**src/rtl/chan_sequencer_pkg.sv**
```systemverilog
// Endpoint map and reset-init values shared by the config-bus blocks.
// The sequencer's enable-mask and overrun-clear endpoints are defined here.
package chan_sequencer_pkg;

  // Scan FSM states.
  typedef enum logic [0:0] {
    StIdle,
    StScan
  } seq_state_e;

  // Config endpoint addresses for the channel sequencer.
  localparam logic [15:0] SEQ_EN_ADDR  = 16'h0030;
  localparam logic [15:0] SEQ_CLR_ADDR = 16'h0031;

  // Reset value of the per-channel enable mask. It is wide enough for any
  // supported channel count; the sequencer takes the low N_CHAN bits.
  localparam logic [63:0] SEQ_EN_INIT = '1;

  // Increment an 8-bit event counter, holding it at full scale.
  function automatic logic [7:0] sat_inc8(input logic [7:0] val);
    return (val == 8'hFF) ? val : val + 8'd1;
  endfunction

endpackage

```
**src/rtl/chan_sequencer.sv**
```systemverilog
// Channel sequencer: latches one frame of packed ADC samples and serialises
// it as a dv/chan/data stream, one channel slot per clock. Channels that are
// masked off still consume their slot so every scan is exactly N_CHAN cycles.
module chan_sequencer
  import chan_sequencer_pkg::*;
#(
  parameter int unsigned W_CHAN    = 5,
  parameter int unsigned N_CHAN    = 20,
  parameter int unsigned W_DATA    = 18,
  parameter int unsigned W_WR_ADDR = 16,
  parameter int unsigned W_WR_CHAN = 5,
  parameter int unsigned W_WR_DATA = 49
) (
  input  logic                     clk_in,
  input  logic                     rst_n_in,
  input  logic                     frame_in,
  input  logic [N_CHAN*W_DATA-1:0] adc_data_in,
  input  logic                     wr_en,
  input  logic [W_WR_ADDR-1:0]     wr_addr,
  input  logic [W_WR_CHAN-1:0]     wr_chan,
  input  logic [W_WR_DATA-1:0]     wr_data,
  output logic                     dv_out,
  output logic [W_CHAN-1:0]        chan_out,
  output logic signed [W_DATA-1:0] data_out,
  output logic                     busy_out,
  output logic [7:0]               ovr_cnt_out
);

  localparam logic [W_CHAN-1:0] LAST_IDX = W_CHAN'(N_CHAN - 1);

  // Scan control
  seq_state_e        state_q, state_d;
  logic [W_CHAN-1:0] idx_q, idx_d;

  // Frame buffer and the mask snapshot taken with it
  logic signed [W_DATA-1:0] buf_q [N_CHAN];
  logic signed [W_DATA-1:0] buf_d [N_CHAN];
  logic [N_CHAN-1:0]        snap_q, snap_d;

  // Live configuration and status
  logic [N_CHAN-1:0] en_mask_q, en_mask_d;
  logic [7:0]        ovr_q, ovr_d;

  // Registered output stream
  logic                     dv_q, dv_d;
  logic [W_CHAN-1:0]        chan_q, chan_d;
  logic signed [W_DATA-1:0] data_q, data_d;

  logic at_last;
  logic accept;
  logic drop;
  logic en_wr;
  logic clr_wr;

  // Only bit 0 of the config value is meaningful to this block.
  logic unused_wr_data;
  assign unused_wr_data = ^wr_data[W_WR_DATA-1:1];

  // Frame acceptance: idle, or the last slot of a scan so scans chain with no gap.
  always_comb begin
    at_last = (state_q == StScan) && (idx_q == LAST_IDX);
    accept  = frame_in && ((state_q == StIdle) || at_last);
    drop    = frame_in && (state_q == StScan) && !at_last;
    en_wr   = wr_en && (wr_addr == W_WR_ADDR'(SEQ_EN_ADDR)) && (32'(wr_chan) < N_CHAN);
    clr_wr  = wr_en && (wr_addr == W_WR_ADDR'(SEQ_CLR_ADDR));
  end

  // FSM next state and scan index.
  always_comb begin
    state_d = state_q;
    idx_d   = idx_q;
    if (accept) begin
      state_d = StScan;
      idx_d   = '0;
    end else if (at_last) begin
      state_d = StIdle;
      idx_d   = '0;
    end else if (state_q == StScan) begin
      idx_d = idx_q + W_CHAN'(1);
    end
  end

  // Output stream: emit the current slot; disabled slots keep chan/data stable.
  always_comb begin
    dv_d   = 1'b0;
    chan_d = chan_q;
    data_d = data_q;
    if (state_q == StScan) begin
      dv_d = snap_q[idx_q];
      if (snap_q[idx_q]) begin
        chan_d = idx_q;
        data_d = buf_q[idx_q];
      end
    end
  end

  // Frame capture. The snapshot uses the mask as it stood before this edge,
  // so a coincident mask write only affects later frames.
  always_comb begin
    buf_d  = buf_q;
    snap_d = snap_q;
    if (accept) begin
      for (int k = 0; k < int'(N_CHAN); k++) begin
        buf_d[k] = adc_data_in[k*W_DATA +: W_DATA];
      end
      snap_d = en_mask_q;
    end
  end

  // Config writes and the dropped-frame counter; a clear beats a same-edge drop.
  always_comb begin
    en_mask_d = en_mask_q;
    ovr_d     = ovr_q;
    if (en_wr) begin
      en_mask_d[wr_chan] = wr_data[0];
    end
    if (clr_wr) begin
      ovr_d = '0;
    end else if (drop) begin
      ovr_d = sat_inc8(ovr_q);
    end
  end

  // State, buffer and output registers with asynchronous active-low reset.
  always_ff @(posedge clk_in or negedge rst_n_in) begin
    if (!rst_n_in) begin
      state_q   <= StIdle;
      idx_q     <= '0;
      for (int k = 0; k < int'(N_CHAN); k++) begin
        buf_q[k] <= '0;
      end
      snap_q    <= '0;
      en_mask_q <= SEQ_EN_INIT[N_CHAN-1:0];
      ovr_q     <= '0;
      dv_q      <= 1'b0;
      chan_q    <= '0;
      data_q    <= '0;
    end else begin
      state_q   <= state_d;
      idx_q     <= idx_d;
      buf_q     <= buf_d;
      snap_q    <= snap_d;
      en_mask_q <= en_mask_d;
      ovr_q     <= ovr_d;
      dv_q      <= dv_d;
      chan_q    <= chan_d;
      data_q    <= data_d;
    end
  end

  assign dv_out      = dv_q;
  assign chan_out    = chan_q;
  assign data_out    = data_q;
  assign busy_out    = (state_q == StScan);
  assign ovr_cnt_out = ovr_q;

endmodule

```
**config.mk**
```make
export PLATFORM = sky130hd
export DESIGN_NAME = chan_sequencer
export DESIGN_NICKNAME = d
export VERILOG_FILES = /design/src/rtl/chan_sequencer_pkg.sv /design/src/rtl/chan_sequencer.sv
export SDC_FILE = /design/constraint.sdc
export NUM_CORES = 1
export LEC_CHECK = 0
export CORE_UTILIZATION = 44
export DETAILED_ROUTE_END_ITERATION = 8
export PLACE_DENSITY = 0.76
export SYNTH_ARGS = -nofsm -noshare
export SYNTH_HDL_FRONTEND = slang
export SYNTH_SLANG_ARGS = --single-unit
```
**constraint.sdc**
```tcl
create_clock -name clk_in -period 2.05 [get_ports clk_in]
set_input_delay 0.5125 -clock clk_in [delete_from_list [all_inputs] [get_ports clk_in]]
set_output_delay 0.5125 -clock clk_in [all_outputs]
set_load 0.05 [all_outputs]
```
Word level (Yosys, flattened, before mapping)
Cells that the tools add are included.
W data, S select, Z words.
- word-level logic and storage cells: 74
- register bits after elaboration: 438
- output and inout port bits: 33
- $add $sub $neg: 2
- reduce and logical (&&, ||, !) cells: 15
- bitwise logic cells: 2
- mux-type cells: 17
- eq/ne operators: 5
- $lt $le $gt $ge: 5
- operator list (cell ; count):
    $bmux W18 S5 ; 1
    $mux W18 ; 2
    $eq A16 B6 Y1 const B ; 2
    $mux W8 ; 3
    $bwmux W20 ; 1
    $mux W5 ; 3
    $lt A5 B6 Y1 const B ; 2
    $add A8 B1 Y8 const B ; 1
    $eq A8 B8 Y1 const B ; 1
    $logic_and A1 B1 Y1 ; 8
    $ge A6 B6 Y1 const B ; 1
    $not A5 Y6 ; 1
    $add A5 B1 Y5 const B ; 1
    $bmux W1 S5 ; 1
    $demux W1 S5 ; 1
    $eq A5 B5 Y1 const B ; 1
    $ge A5 B1 Y1 const B ; 1
    $lt A5 B5 Y1 const B ; 1
    $mux W1 ; 5
    $reduce_and A2 Y1 ; 2
    $reduce_bool A2 Y1 ; 2
    $reduce_bool A3 Y1 ; 1
    $ne A2 B2 Y1 const B ; 1
    $logic_not A1 Y1 ; 1
    other kinds (2) ; 2

Logic depth before layout (Yosys ltp)
- depth in word-level cells: 6
- mapped depth: 8
- gate-level depth less buffers: 6

Least setup slack after synthesis
No wires, ideal clock.
- path kind: register -> register
- start: register idx_q[0]
- end: register data_q[10], in the netlist data_out[10]
- data required time: 1925 ps
- setup time: 125 ps
- setup slack: -53 ps
- path buffers: 2
- clock period less this slack: 2103 ps
- cell stages (with the launch flop): 7
- data arrival time: 1978 ps
- cells stage by stage: dfrtp_1 -> buf_6 -> mux4_2 -> and3_4 -> nor3_4 -> buf_6 -> mux2_4
- cells in the longest elaborated chain, start to end: 4
- elaborated cells on any way between the ends: 7
- those cells by class: 5 x mux; 1 x bitwise; 1 x reduce/logical
- RTL lines (element ; RTL line ; RTL):
    start, declared ; chan_sequencer.sv:33 ; logic [W_CHAN-1:0] idx_q, idx_d;
    start signal, assigned ; chan_sequencer.sv:140 ; idx_q <= idx_d;
    $not A5 Y6 (implied by the code) ; chan_sequencer.sv:92 ; data_d = buf_q[idx_q];
    $bmux W18 S5 ; chan_sequencer.sv:92 ;
    $mux W18 (implied by the code) (2 in series) ; chan_sequencer.sv:92 ;
    end signal, assigned ; chan_sequencer.sv:147 ; data_q <= data_d;
    end, declared ; chan_sequencer.sv:47 ; logic signed [W_DATA-1:0] data_q, data_d;
Several ways; a longest one is shown, not always the timed one. The select of a mux whose other input is x is not followed.
A chain may end at the register's enable or synchronous reset.

Worst setup path after layout
Same ends and word-level chain as after synthesis.

==> metrics.md <==
| Metric | Value |
|---|---|
| Status | complete, but fails checks |
| Violated checks | negative setup slack |
| Pwr dens | 1490 nW/um^2 |
| Area share of the largest cell type after synthesis | between 50% and 60% |
| CP peak stage delay | 0.54 ns |
| Tot GR Track Use | between 20% and 30% |
| Cells along the critical path | buf_12 > mux4_2 > and3_4 > nor3_4 > buf_12 > buf_12 > mux2_4 |
| Synth cell count leaders | dfrtp_1, mux2_2, mux4_2 |
| Top-count cell post-synth | dfrtp_1 |
| Syn avg cell area | 15.6 sq um |
| Post-synthesis sequential area ratio | 56.0% |
| Met3 Routed Length | 3630 um |
| Core Region | 44100 sq um |
| CTS Buf Count | 48 |
| Ys flop type | dfrtp_1 |
| Post-route DRC | 0 |
| Hold crit path type | in -> async |
| Tcrit/Tclk final | 110% |
| # port buffers | 418 |
| CP Max Fanout | 6 |
| TritonCTS clock tree | built |
| Final Hold Vio Count | 0 |
| R2r setup slk | -0.21 ns |
| Clk_lat worst skew | 0.59 ns |
| Slew at the pin closest to its max-slew limit | 0.675 ns |
| H-Tree Depth | 2 |
| Syn. warnings | 0 |
| Drt first pass iters | 5 |
| Worst r2r src | idx_q[0]$_DFFE_PN0P_ |
| # clock sinks | 438 |
| Crit path kind | reg -> reg |
| Clock Power Share | 20.0% |
| Cell row count | between 70 and 80 |
| Total grt overflow | 0 |
| First-pass GRT wire length | approximately 86000 um |
| Clock tree buffer depth | 3 |
| CP most frequent cell | buf_12 |
| Sw frac | 32.7% |
| Syn_nets | 1695 |
| Unrepaired setup endpoints after global routing | yes |
| Area Growth Syn to Fin | 46.4% |
| PnR worst setup slack | -0.214 ns |
| Final WL | between 50000 and 60000 um |
| Clk slew on worst S/H paths | roughly 0.06 ns |
| Routability Congestion | between 0.8 and 0.9 |
| Post-synth EDFFs | 0 |
| Nets | between 2k and 2.5k |
| Initial Util | 44.5% |
| Die width | around 210 um |
| Seq cells post-synth | 438 |
| CP Data Required Time | 2.50 ns |
| Max cap viols | 0 |
| Placed inst area | 25600 sq um |
| CP Capture Type | flip-flop |
| Mapped cell area | 19600 sq um |
| Max stage delay cell, worst path | mux4_2 |
| Die Height | 213 um |
| CTS root buf | clkbuf_16 |
| Crit path launch type | flip-flop |
| Int Pwr | 0.0289 W |
| Peak supply drop | a little under 800 uV |
| Mean routed wirelength per cell | roughly 24 um |
| Layout cell share with drive strength beyond 1 | 45.8% |
| Post-synth cell types | between 40 and 50 |
| Die area | approximately 45000 sq um |
| Reg2reg path depth | 7 |
| Final setup violation count | 209 |
| Slew Limit Fails | 0 |
| Clk_skew | 0.0324 ns |
| Vias in the first global route | ~14k |
| Arr. time, crit path | roughly 2.7 ns |
| Fmax | 442 MHz |
| Vias post-DR | 13.2k |
| Max-Slew Margin vs Limit | 54.9% |
| Seq pwr share | around 34% |
| DP Worst Slack | -0.474 ns |
| Post-synth ARST share | 100% |
| Synth area leader | dfrtp_1 |
| Initial DRC count | 760 |
| Power share of the combinational group | 46.0% |
| Number of vias per cell | 5.37 |
| Finished Cell Area | 28700 sq um |
| Highest metal used | met5 |
| Largest net degree at the start of global routing | 85 |
| Detailed placer's ending HPWL | 41400 um |
| Final antenna-violating net count | 0 |
| Min Tclk post-route | 2.26 ns |
| Initial antenna violation count | 12 |
| DR WL met2 | 29500 um |
| Leakage power | 12.8 nW |
| Tot Pwr | 0.0429 W |
| Area contributors post-synth | dfrtp_1, mux2_2, mux4_2, mux2i_1, dfstp_2 |
| P_sw | 0.0140 W |
| Post-Syn Instances | 1259 |
| I/O Pins | around 470 |
| FF-to-FF End | data_out[10]$_DFFE_PN0P_ |
| Routed length on met1 | 24700 um |
==> cell usage in the layout (no fill, tap or decap), types with 6 or more instances in the layout <==
master	instances
inv_1	6
mux2_2	349
nand4_1	7
o21ai_1	9
buf_6	12
buf_12	45
nand2_1	24
nand3_1	8
clkbuf_1	14
mux2_4	72
clkbuf_8	12
o21ai_0	9
diode_2	7
clkinv_2	6
a221oi_2	8
clkdlybuf4s50_1	384
buf_4	123
buf_16	13
nor2_1	12
mux2i_2	7
mux2i_1	49
mux4_2	75
nand4b_1	8
clkbuf_16	63
dfrtp_1	414
o211ai_1	18
a221oi_1	10
dfstp_2	20
==> cell families after synthesis <==
| family | Yosys count | synth area share [%] |
|---|---|---|
| adder cells (fa/ha/maj) | 2 | 0.127 |
| AND/OR/NAND/NOR | 93 | 2.73 |
| multiplexers | 556 | 36.0 |
| AO/OA/AOI/OAI | 71 | 2.54 |
| buffers and inverters | 93 | 2.31 |
| flip-flops | 438 | 56.0 |
| XOR/XNOR | 6 | 0.268 |
==> power groups by stage <==
stage / clock [W] / combinational [W] / sequential, W
2_1_floorplan: 0 / 0.0100 / 0.0148
3_3_place_gp: 0 / 0.0169 / 0.0143
3_5_place_dp: 0 / 0.0173 / 0.0146
4_1_cts: 0.00871 / 0.0192 / 0.0145
5_1_grt: 0.00905 / 0.0209 / 0.0150
6_report: 0.00858 / 0.0197 / 0.0146
==> critical path: cells and delay by family (launching register included) <==
family | cells | cell delay [ns]
mux | 2 | 0.84
flops | 1 | 0.47
buf+inv | 3 | 0.45
simple gates | 2 | 0.35
==> routing by layer <==
layer | GRT usage (%) | vias to the layer above
met5 | 0 | -
met4 | 7.49 | 10
met3 | 5.81 | 101
met2 | 42.9 | 413
met1 | 32.9 | 6850
li1 | - | 5850
==> registers in the layout, summed over array words and instances, names as in the netlist <==
signal / flops
dv_out: 1
snap_q: 20
data_out: 18
en_mask_q: 20
idx_q: 5
busy_out: 1
buf_q: 360
ovr_cnt_out: 8
chan_out: 5
==> per-stage QoR <==
stage	cells	setup TNS (ns)	hold slack [ns]	utilization, %
floorplan	1259	-2.02	0.217	-
global placement	2322	-66.82	0.390	58.1
detailed placement	2322	-78.57	0.393	58.1
CTS	2433	-34.49	0.355	63.5
global route	2457	-30.01	0.410	65.1
finish	2461	-11.96	0.398	65.1
==> what timing repair did <==
item                                   CTS  global route
endpoints found under the hold margin   15             0
pin swaps                                1             6
resized for setup                      116            57
gates cloned                            10            17
hold buffers                             1             0
setup endpoints to repair              408           411
setup buffers                           11             4
==> final cells by class <==
type,count,area (sq um)
flip-flops and latches,438,11000
repair buffers,600,6670
multi-input cells,729,8710
diodes,7,17.5
inverters,6,22.5
clock buffers,74,1420
fillers,3174,15400
well taps,592,741
clock inverters,15,154
==> worst max-delay path by stage <==
| stage | cells after the start | end | slack [ns] | from |
|---|---|---|---|---|
| 2_1_floorplan | 8 | buf_q[100]$_DFFE_PN0N_ | -0.01 | idx_q[0]$_DFFE_PN0P_ |
| 3_3_place_gp | 6 | en_mask_q[16]$_DFFE_PN1P_ | -0.45 | wr_addr[12] |
| 3_5_place_dp | 6 | en_mask_q[16]$_DFFE_PN1P_ | -0.47 | wr_addr[15] |
| 4_1_cts | 7 | data_out[0]$_DFFE_PN0P_ | -0.21 | idx_q[0]$_DFFE_PN0P_ |
| 5_1_grt | 7 | data_out[2]$_DFFE_PN0P_ | -0.25 | idx_q[0]$_DFFE_PN0P_ |
| 6_report | 7 | data_out[10]$_DFFE_PN0P_ | -0.21 | idx_q[0]$_DFFE_PN0P_ |
Note: power is estimated with default switching activity, not from simulation.
